$ cat config.mk
export PLATFORM = sky130hd
export DESIGN_NAME = oram_path_bucket_index_gen_flat
export DESIGN_NICKNAME = d
export VERILOG_FILES = /design/src/rtl/oram_path_bucket_index_gen_if.sv /design/src/rtl/oram_path_bucket_index_gen.sv /design/src/flat_wrapper.sv
export SDC_FILE = /design/constraint.sdc
export NUM_CORES = 1
export LEC_CHECK = 0
export CAP_MARGIN = 20
export CORE_ASPECT_RATIO = 0.8
export CORE_MARGIN = 2
export CORE_UTILIZATION = 54
export DETAILED_ROUTE_END_ITERATION = 16
export PLACE_DENSITY = 0.91
export SYNTH_ARGS = -nofsm -noshare
export SYNTH_HDL_FRONTEND = slang
export SYNTH_SLANG_ARGS = --single-unit
$ cat constraint.sdc
create_clock -name Clock -period 7.1 [get_ports Clock]
set_input_delay 1.065 -clock Clock [delete_from_list [all_inputs] [get_ports Clock]]
set_output_delay 1.065 -clock Clock [all_outputs]
set_load 0.01 [all_outputs]
$ cat src/rtl/oram_path_bucket_index_gen_if.sv
// Request/response bundle for the path bucket index generator: the walker drives
// Start/Enable/leaf and observes the per-level bucket indices.
interface oram_path_bucket_index_gen_if #(
  parameter int ORAML = 10
) ();
  localparam int LW = $clog2(ORAML) + 1;

  logic               Start;
  logic               Enable;
  logic [ORAML-1:0]   leaf;
  logic [LW-1:0]      currentLevel;
  logic [ORAML:0]     BktIdx;
  logic [ORAML+1:0]   PhyBktIdx;
  logic [ORAML:0]     STIdx;
  logic [ORAML:0]     BktIdxInST;

  modport master (
    output Start, Enable, leaf,
    input  currentLevel, BktIdx, PhyBktIdx, STIdx, BktIdxInST
  );

  modport slave (
    input  Start, Enable, leaf,
    output currentLevel, BktIdx, PhyBktIdx, STIdx, BktIdxInST
  );
endinterface

$ cat src/rtl/oram_path_bucket_index_gen.sv
// Walks one Path ORAM path root-to-leaf, one level per Enable, producing the logical
// heap bucket index and the DRAM-row-aware subtree slot. One-cycle latency, no backpressure.
module oram_path_bucket_index_gen #(
  parameter int ORAML           = 10,
  parameter int DDRROWWidth     = 10,
  parameter int BktSize_DRWords = 8
) (
  input  logic Clock,
  input  logic Reset,
  oram_path_bucket_index_gen_if.slave io
);
  localparam int LW            = $clog2(ORAML) + 1;
  localparam int IW            = ORAML + 1;
  localparam int BucketsPerRow = (1 << DDRROWWidth) / BktSize_DRWords;
  localparam int StRaw         = $clog2(BucketsPerRow + 1) - 1;
  localparam int StMin         = (StRaw < 1) ? 1 : StRaw;
  localparam int STLevel       = (StMin > ORAML + 1) ? ORAML + 1 : StMin;
  localparam int SW            = (STLevel > 1) ? $clog2(STLevel) : 1;
  localparam logic [IW-1:0] ST_FULL = IW'((64'd1 << STLevel) - 64'd1);
  localparam logic [LW-1:0] LVL_IDLE = LW'(ORAML + 1);
  localparam logic [LW-1:0] LVL_LAST = LW'(ORAML);

  logic [LW-1:0]    lvl_q,    lvl_d;
  logic [IW-1:0]    bkt_q,    bkt_d;
  logic [IW-1:0]    st_q,     st_d;
  logic [IW-1:0]    in_st_q,  in_st_d;
  logic [ORAML-1:0] leaf_q,   leaf_d;
  // Depth of the current level inside its subtree, so the wrap test needs no divider.
  logic [SW-1:0]    st_lvl_q, st_lvl_d;

  logic          b;
  logic          wrap;
  logic [IW-1:0] n;
  logic [IW-1:0] st_next;

  always_comb begin
    b = 1'b0;
    for (int i = 0; i < ORAML; i++) begin
      if (lvl_q == LW'(i)) begin
        b = leaf_q[i];
      end
    end
  end

  always_comb begin
    wrap    = (st_lvl_q == SW'(STLevel - 1));
    n       = (in_st_q << 1) + IW'(1) + IW'(b);
    st_next = (st_q << STLevel) + IW'(1) + (n - ST_FULL);

    lvl_d    = lvl_q;
    bkt_d    = bkt_q;
    st_d     = st_q;
    in_st_d  = in_st_q;
    leaf_d   = leaf_q;
    st_lvl_d = st_lvl_q;

    if (io.Start) begin
      leaf_d   = io.leaf;
      lvl_d    = '0;
      bkt_d    = '0;
      st_d     = '0;
      in_st_d  = '0;
      st_lvl_d = '0;
    end else if (io.Enable && (lvl_q <= LVL_LAST)) begin
      lvl_d = lvl_q + LW'(1);
      bkt_d = (bkt_q << 1) + IW'(1) + IW'(b);
      if (wrap) begin
        st_d     = st_next;
        in_st_d  = '0;
        st_lvl_d = '0;
      end else begin
        in_st_d  = n;
        st_lvl_d = st_lvl_q + SW'(1);
      end
    end
  end

  always_ff @(posedge Clock) begin
    if (Reset) begin
      lvl_q    <= LVL_IDLE;
      bkt_q    <= '0;
      st_q     <= '0;
      in_st_q  <= '0;
      leaf_q   <= '0;
      st_lvl_q <= '0;
    end else begin
      lvl_q    <= lvl_d;
      bkt_q    <= bkt_d;
      st_q     <= st_d;
      in_st_q  <= in_st_d;
      leaf_q   <= leaf_d;
      st_lvl_q <= st_lvl_d;
    end
  end

  // Local index never reaches 2^STLevel, so the add is a plain concatenation.
  assign io.currentLevel = lvl_q;
  assign io.BktIdx       = bkt_q;
  assign io.STIdx        = st_q;
  assign io.BktIdxInST   = in_st_q;
  assign io.PhyBktIdx    = ((IW + 1)'(st_q) << STLevel) + (IW + 1)'(in_st_q);

endmodule

$ cat src/flat_wrapper.sv
// flat-port wrapper written by rule: the top's interface ports become plain ports
module oram_path_bucket_index_gen_flat 
#(
  parameter int ORAML           = 10,
  parameter int DDRROWWidth     = 10,
  parameter int BktSize_DRWords = 8
)
  (Clock, Reset, io_Start, io_Enable, io_leaf, io_currentLevel, io_BktIdx, io_PhyBktIdx, io_STIdx, io_BktIdxInST);
  oram_path_bucket_index_gen_if #(.ORAML(ORAML)) io_i ();
  input  logic Clock;
  input  logic Reset;
  input wire logic [$bits(io_i.Start)-1:0] io_Start;
  input wire logic [$bits(io_i.Enable)-1:0] io_Enable;
  input wire logic [$bits(io_i.leaf)-1:0] io_leaf;
  output wire logic [$bits(io_i.currentLevel)-1:0] io_currentLevel;
  output wire logic [$bits(io_i.BktIdx)-1:0] io_BktIdx;
  output wire logic [$bits(io_i.PhyBktIdx)-1:0] io_PhyBktIdx;
  output wire logic [$bits(io_i.STIdx)-1:0] io_STIdx;
  output wire logic [$bits(io_i.BktIdxInST)-1:0] io_BktIdxInST;
  assign io_i.Start = io_Start;
  assign io_i.Enable = io_Enable;
  assign io_i.leaf = io_leaf;
  assign io_currentLevel = io_i.currentLevel;
  assign io_BktIdx = io_i.BktIdx;
  assign io_PhyBktIdx = io_i.PhyBktIdx;
  assign io_STIdx = io_i.STIdx;
  assign io_BktIdxInST = io_i.BktIdxInST;
  oram_path_bucket_index_gen #(.ORAML(ORAML), .DDRROWWidth(DDRROWWidth), .BktSize_DRWords(BktSize_DRWords)) u_core (.Clock(Clock), .Reset(Reset), .io(io_i));
endmodule
==> flow_metrics.env, run 1 <==
export IMPL_synth_top_family_by_area="simple AND/OR/NAND/NOR gates"
export IMPL_yosys_warnings=0
export IMPL_r2r_cells=16
export IMPL_wire_per_inst_um=15.47
export IMPL_cp_depth=16
export IMPL_path_buf_inv=3
export IMPL_reg2reg_slack_ns=3.29
export IMPL_outcome="finished clean"
export IMPL_nets=412
export IMPL_period_minus_slack_ns=3.808
export IMPL_worst_slew_pin_slew_ns=0.7375
export IMPL_crit_required_ns=7.33
export IMPL_instances_no_fill=443
export IMPL_die_w_um=85.44
export IMPL_dp_cells=434
export IMPL_grt_usage_pct=24.10
export IMPL_numCtsBuffers=5
export IMPL_synth_area_um2=2865
export IMPL_wl_um=6855
export IMPL_ys_seq_elements=51
export IMPL_cp_start_kind="register"
export IMPL_clock_sinks=51
export IMPL_ir_drop_mv=0.1340
export IMPL_final_common_cell="clkdlybuf4s50_1"
export IMPL_cts_clk_slew_worst_paths_ns=0.10
export IMPL_grt_max_degree=34
export IMPL_crit_arrival_ns=4.04
export IMPL_yosys_area_share_simple_pct=19.74
export IMPL_power_density_nw_per_um2=166.8
export IMPL_synthArstFlopShare_pct=0
export IMPL_critical_path_class="reg -> reg"
export IMPL_p_total_w=0.0005954
export IMPL_final_antenna_net_count=0
export IMPL_dr_pass1_iters=4
export IMPL_synth_edf_count=0
export IMPL_crit_end="u_core.io.STIdx[9]$_SDFFE_PP0P_"
export IMPL_end_kind="register"
export IMPL_die_h_um=69.15
export IMPL_crit_family="simple AND/OR/NAND/NOR gates"
export IMPL_critical_path_max_stage_delay_ns=0.46
export IMPL_relSlewSlack_pct=50.69
export IMPL_cts_resized=0
export IMPL_synth_flop_cell="dfxtp_1"
export IMPL_ys_seq_area_share_pct=35.63
export IMPL_diodes=0
export IMPL_dieArea_um2=5908
export IMPL_clockRootBuffer="clkbuf_8"
export IMPL_drive_gt1_share_pct=5.249
export IMPL_avgSynthCellArea_um2=8.630
export IMPL_drtIter0Drc=203
export IMPL_cp_slowest_cell="dfxtp_1"
export IMPL_clock_path_buffers=2
export IMPL_cts_tree="built"
export IMPL_maxClockFrequency_mhz=262.6
export IMPL_path_cells="inv_1, ha_1, a21oi_1, and3b_1, or3_1, nand2_1, inv_1, ha_1, nand3_1, xor2_1, ha_1, inv_1, ha_1, or2b_2, mux2_4, o22ai_2"
export IMPL_yosysUniqueCellTypes=50
export IMPL_setup_viol=0
export IMPL_cts_max_level=2
export IMPL_portBuffers=63
export IMPL_syn_num_nets=364
export IMPL_synthMuxAreaShare_pct=6.376
export IMPL_slew_violations=0
export IMPL_finClkSkew_ns=0.01526
export IMPL_syn_instance_count=332
export IMPL_cts_setup_buffers=0
export IMPL_r2r_start="u_core.io.currentLevel[1]$_SDFFE_PP1P_"
export IMPL_crit_start="u_core.io.currentLevel[1]$_SDFFE_PP1P_"
export IMPL_cp_common_cell="ha_1"
export IMPL_rsz0062_at_grt="no"
export IMPL_core_rowCount=23
export IMPL_cap_violations=0
export IMPL_synthAdderAreaFrac_pct=8.122
export IMPL_hpwlAfterDp_um=4979
export IMPL_grt_pass1_wl_um=11440
export IMPL_grt_ovfl_total=0
export IMPL_hold_buffers=0
export IMPL_core_area_um2=5065
export IMPL_area_delta_synth_final_pct=24.59
export IMPL_initial_core_util_pct=56.57
export IMPL_grt_pass1_vias=2376
export IMPL_final_cell_mix="63 x clkdlybuf4s50_1, 51 x dfxtp_1, 44 x nor2_1"
export IMPL_nFillCells=388
export IMPL_grt_antenna_before_repair=0
export IMPL_synth_xor_area_share_pct=8.865
export IMPL_r2r_end="u_core.io.STIdx[9]$_SDFFE_PP0P_"
export IMPL_timing_setup_tns_ns=0
export IMPL_synth_compound_area_share_pct=14.28
export IMPL_vias=2513
export IMPL_leakage_nw=1.378
export IMPL_post_route_drc_count=0
export IMPL_clk_latency_ns=0.31
export IMPL_place_congestion=0.8879
export IMPL_vias_per_cell=5.673
export IMPL_io_pins=64
export IMPL_hold_class="reg -> reg"
export IMPL_worstPathMaxFanout=6
export IMPL_min_period_over_period_pct=53.63
export IMPL_hold_viol=0
[worst register-to-register path: stages, from the launching register on]
cell and delay [ns]:
dfxtp_1 0.46, inv_1 0.12, ha_1 0.25, a21oi_1 0.15
and3b_1 0.20, or3_1 0.40, nand2_1 0.17, inv_1 0.11
ha_1 0.24, nand3_1 0.14, xor2_1 0.23, ha_1 0.20
inv_1 0.05, ha_1 0.34, or2b_2 0.31, mux2_4 0.27
o22ai_2 0.10
[metrics by stage]
| step | utilization (%) | hold WS, ns | instance area [um2] | worst slack, ns |
|---|---|---|---|---|
| after global routing | 70.48 | 0.4993 | 3570 | 2.935 |
| after floorplan | - | 0.4509 | 2865 | 3.663 |
| final | 70.48 | 0.4742 | 3570 | 3.292 |
| after CTS | 69.94 | 0.4761 | 3542 | 3.351 |
| after detailed placement | 67.71 | 0.4596 | 3430 | 3.379 |
| after global placement | 67.71 | 0.4538 | 3430 | 3.510 |
[worst min-delay path by stage]
stage,from,end,slack [ns],cells after the start
5_1_grt,u_core.io.STIdx[7]$_SDFFE_PP0P_,u_core.io.STIdx[7]$_SDFFE_PP0P_,0.50,2
4_1_cts,u_core.io.STIdx[7]$_SDFFE_PP0P_,u_core.io.STIdx[7]$_SDFFE_PP0P_,0.48,2
6_report,u_core.io.STIdx[6]$_SDFFE_PP0P_,u_core.io.STIdx[6]$_SDFFE_PP0P_,0.47,2
3_5_place_dp,u_core.io.STIdx[7]$_SDFFE_PP0P_,u_core.io.STIdx[7]$_SDFFE_PP0P_,0.46,2
2_1_floorplan,u_core.leaf_q[9]$_SDFFE_PP0P_,u_core.leaf_q[9]$_SDFFE_PP0P_,0.45,2
3_3_place_gp,u_core.io.STIdx[7]$_SDFFE_PP0P_,u_core.io.STIdx[7]$_SDFFE_PP0P_,0.45,2
[cell usage after synthesis, types with 2 or more instances]
| cell | number | share of area (%) |
|---|---|---|
| dfxtp_1 | 51 | 36 |
| nor2_1 | 44 | 5.8 |
| a21oi_1 | 24 | 4.2 |
| nand2_1 | 23 | 3.0 |
| ha_1 | 17 | 7.4 |
| nand3_1 | 16 | 2.8 |
| xnor2_1 | 16 | 4.9 |
| inv_1 | 15 | 2.0 |
| mux2i_1 | 13 | 4.5 |
| xor2_1 | 13 | 4.0 |
| a211oi_1 | 12 | 3.1 |
| clkbuf_1 | 10 | 1.3 |
| o21ai_0 | 9 | 1.6 |
| buf_4 | 7 | 1.8 |
| nand3b_1 | 5 | 1.3 |
| and3_1 | 4 | 0.87 |
| buf_6 | 4 | 1.6 |
| a21o_1 | 3 | 0.79 |
| a22oi_1 | 3 | 0.79 |
| and2_1 | 3 | 0.66 |
| nand4_1 | 3 | 0.66 |
| o21bai_1 | 3 | 0.79 |
| and3b_1 | 2 | 0.61 |
| mux2_4 | 2 | 1.0 |
| nor3b_1 | 2 | 0.52 |
| o21ai_1 | 2 | 0.35 |
| or2_2 | 2 | 0.44 |
| or2b_2 | 2 | 0.61 |
[where the power goes]
part / switching [W] / internal, W / total [W]
clock: 0.000101 / 0.000105 / 0.000207
sequential: 0.0000110 / 0.000295 / 0.000306
combinational: 0.0000433 / 0.0000395 / 0.0000828
total: 0.000156 / 0.000440 / 0.000595
[cell families after synthesis]
logic type | Yosys count
flops | 51
buf+inv | 38
simple gates | 115
fa+ha+maj | 18
compound gates | 65
xor+xnor | 29
mux | 16
[metal layers]
layer | vias up | wire [um] | track usage [%]
li1 | 1241 | - | -
met1 | 1179 | 3271 | 34.10
met2 | 87 | 3060 | 36.81
met3 | 6 | 452 | 5.030
met4 | 0 | 71 | 7.407
met5 | - | 0 | 0
[flip-flops by register name, summed over array words and instances (netlist names)]
signal                  count
u_core.st_lvl_q             3
u_core.io.currentLevel      5
u_core.io.BktIdx           11
u_core.io.BktIdxInST       11
u_core.io.STIdx            11
u_core.leaf_q              10
[area by class of cell]
class	instances	area [um2]	share of cell area (%)
Multi-Input combinational cell	243	1644	46.06
Timing Repair Buffer	64	658.1	18.44
Sequential cell	51	1021	28.60
Clock inverter	3	43.79	1.227
Tap cell	62	77.57	2.173
Inverter	15	56.30	1.577
Clock buffer	5	68.82	1.928
No activity file was read; power rests on OpenSTA's default activity.
==> run 2, diff against run 1 <==
--- a/config.mk
+++ b/config.mk
@@ -8,9 +8,9 @@
 export CAP_MARGIN = 20
 export CORE_ASPECT_RATIO = 0.8
 export CORE_MARGIN = 2
-export CORE_UTILIZATION = 54
+export CORE_UTILIZATION = 51
 export DETAILED_ROUTE_END_ITERATION = 16
-export PLACE_DENSITY = 0.91
+export PLACE_DENSITY = 0.87
 export SYNTH_ARGS = -nofsm -noshare
 export SYNTH_HDL_FRONTEND = slang
 export SYNTH_SLANG_ARGS = --single-unit
==> constraint.sdc (replaced) <==
create_clock -name Clock -period 3.9 [get_ports Clock]
set_input_delay 0.585 -clock Clock [delete_from_list [all_inputs] [get_ports Clock]]
set_output_delay 0.585 -clock Clock [all_outputs]
set_load 0.01 [all_outputs]
==> run 2 against run 1 <==
Compared with the run above:
- worst hold slack got worse by 0.013 ns
- final cell count rose by 3.8%
- routed wire length rose by 0.77%
- non-clock buffer count rose by 1
- sequential share of layout area fell by 0.26 points
- clock skew fell by 0.010 ns
- sequential power rose by 82%
- clock power rose by 110%
- critical path depth rose by 1
- final area rose by 1.4%
- sequential cell count did not move
- highest routed layer unchanged
==> flow_metrics.env, run 2 (synthesized netlist as in run 1, its figures left out) <==
export IMPL_outcome="finished clean"
export IMPL_final_common_cell="clkdlybuf4s50_1"
export IMPL_cts_resized=0
export IMPL_cts_tree="built"
export IMPL_cap_violations=0
export IMPL_grt_ovfl_total=0
export IMPL_critical_path_max_stage_delay_ns=0.40
export IMPL_clockRootBuffer="clkbuf_8"
export IMPL_worst_slew_pin_slew_ns=0.7334
export IMPL_cp_start_kind="register"
export IMPL_cts_setup_buffers=0
export IMPL_hold_class="reg -> reg"
export IMPL_initial_core_util_pct=52.72
export IMPL_clock_path_buffers=2
export IMPL_drtIter0Drc=207
export IMPL_dieArea_um2=6237
export IMPL_cts_max_level=2
export IMPL_cts_clk_slew_worst_paths_ns=0.10
export IMPL_numCtsBuffers=5
export IMPL_final_antenna_net_count=0
export IMPL_cp_slowest_cell="or3_1"
export IMPL_crit_arrival_ns=3.90
export IMPL_die_h_um=71.04
export IMPL_grt_antenna_before_repair=0
export IMPL_path_cells="inv_1, ha_1, a21oi_1, and3b_1, or3_1, nand2_2, inv_1, ha_1, nand3_1, xor2_1, ha_1, inv_1, ha_1, and2b_1, nand3_2, mux2_4, o22ai_2"
export IMPL_vias_per_cell=5.524
export IMPL_post_route_drc_count=0
export IMPL_crit_required_ns=4.14
export IMPL_wire_per_inst_um=15.02
export IMPL_fin_ws_ns=0.2430
export IMPL_core_rowCount=24
export IMPL_maxClockFrequency_mhz=273.4
export IMPL_die_w_um=87.80
export IMPL_timing_setup_tns_ns=0
export IMPL_hpwlAfterDp_um=4830
export IMPL_leakage_nw=1.384
export IMPL_final_cell_mix="63 x clkdlybuf4s50_1, 49 x dfxtp_1, 44 x nor2_1"
export IMPL_vias=2541
export IMPL_io_pins=64
export IMPL_grt_pass1_vias=2268
export IMPL_drive_gt1_share_pct=6.806
export IMPL_place_congestion=0.9191
export IMPL_hold_viol=0
export IMPL_place_ws_ns=0.1963
export IMPL_min_period_over_period_pct=93.77
export IMPL_grt_max_degree=34
export IMPL_rsz0062_at_grt="no"
export IMPL_nets=413
export IMPL_cp_common_cell="ha_1"
export IMPL_ir_drop_mv=0.1644
export IMPL_core_area_um2=5435
export IMPL_slew_violations=0
export IMPL_clk_latency_ns=0.32
export IMPL_diodes=0
export IMPL_hold_buffers=0
export IMPL_setup_viol=0
export IMPL_power_density_nw_per_um2=316.6
export IMPL_period_minus_slack_ns=3.657
export IMPL_grt_usage_pct=22.57
export IMPL_dr_pass1_iters=5
export IMPL_portBuffers=63
export IMPL_grt_pass1_wl_um=11010
export IMPL_wl_um=6908
export IMPL_worstPathMaxFanout=6
export IMPL_end_kind="register"
export IMPL_relSlewSlack_pct=50.96
export IMPL_area_delta_synth_final_pct=26.33
export IMPL_critical_path_class="reg -> reg"
export IMPL_clock_sinks=51
export IMPL_finClkSkew_ns=0.005154
==> run 2: cell types whose count changed in the layout (fill, tap and decap cells not counted), sizes merged <==
cell | before | now
buf | 1 | 2
bufinv | 1 | 2
clkinv | 2 | 0
clkinvlp | 0 | 1
==> run 2: through the flow <==
stage	util, %	power (W)	cell area (um2)	cells	hold WS, ns
finish	66.60	0.001146	3620	460	0.4615
global route	66.60	0.001189	3620	460	0.4979
CTS	66.25	0.001143	3601	460	0.4638
detailed placement	63.74	0.0007106	3465	452	0.4477
global placement	63.74	0.0007061	3465	452	0.4464
floorplan	-	0.0006571	2865	332	0.4509
==> run 2: worst paths after layout <==
check / startpoint / end / slack, ns / cells after the start
worst min register to register: u_core.io.STIdx[7]$_SDFFE_PP0P_ / u_core.io.STIdx[7]$_SDFFE_PP0P_ / 0.46 / 2
worst max register to register: u_core.io.currentLevel[0]$_SDFFE_PP1P_ / u_core.io.STIdx[9]$_SDFFE_PP0P_ / 0.24 / 17
worst max-delay path: u_core.io.currentLevel[0]$_SDFFE_PP1P_ / u_core.io.STIdx[9]$_SDFFE_PP0P_ / 0.24 / 17
worst min-delay path: u_core.io.STIdx[7]$_SDFFE_PP0P_ / u_core.io.STIdx[7]$_SDFFE_PP0P_ / 0.46 / 2
==> run 2: critical path, delay by kind of cell (launching register included) <==
kind / cells / cell delay (ns)
simple gates: 6 / 1.16
compound gates: 2 / 0.29
buf+inv: 3 / 0.21
fa+ha+maj: 4 / 1.01
mux: 1 / 0.30
xor+xnor: 1 / 0.23
flops: 1 / 0.39
==> run 2: per-layer routing <==
layer | GRT usage, % | up-vias | part of all wire [%]
li1 | - | 1236 | -
met1 | 34.04 | 1183 | 48
met2 | 32.83 | 110 | 44
met5 | 0 | - | 0
met4 | 7.179 | 0 | 1.4
met3 | 3.734 | 12 | 7.1
==> run 2: final cells by class <==
class,instances,area [um2]
timing repair buffer,65,645.6
clock inverter,3,67.56
tap,78,97.59
fill,465,1815
clock buffer,5,68.82
multi-input combinational,243,1658
sequential,51,1026
inverter,15,56.30
==> run 2: power by group <==
group / switching, W / internal, W
Sequential: 0.0000197 / 0.000537
Clock: 0.000187 / 0.000256
Combinational: 0.0000770 / 0.0000694
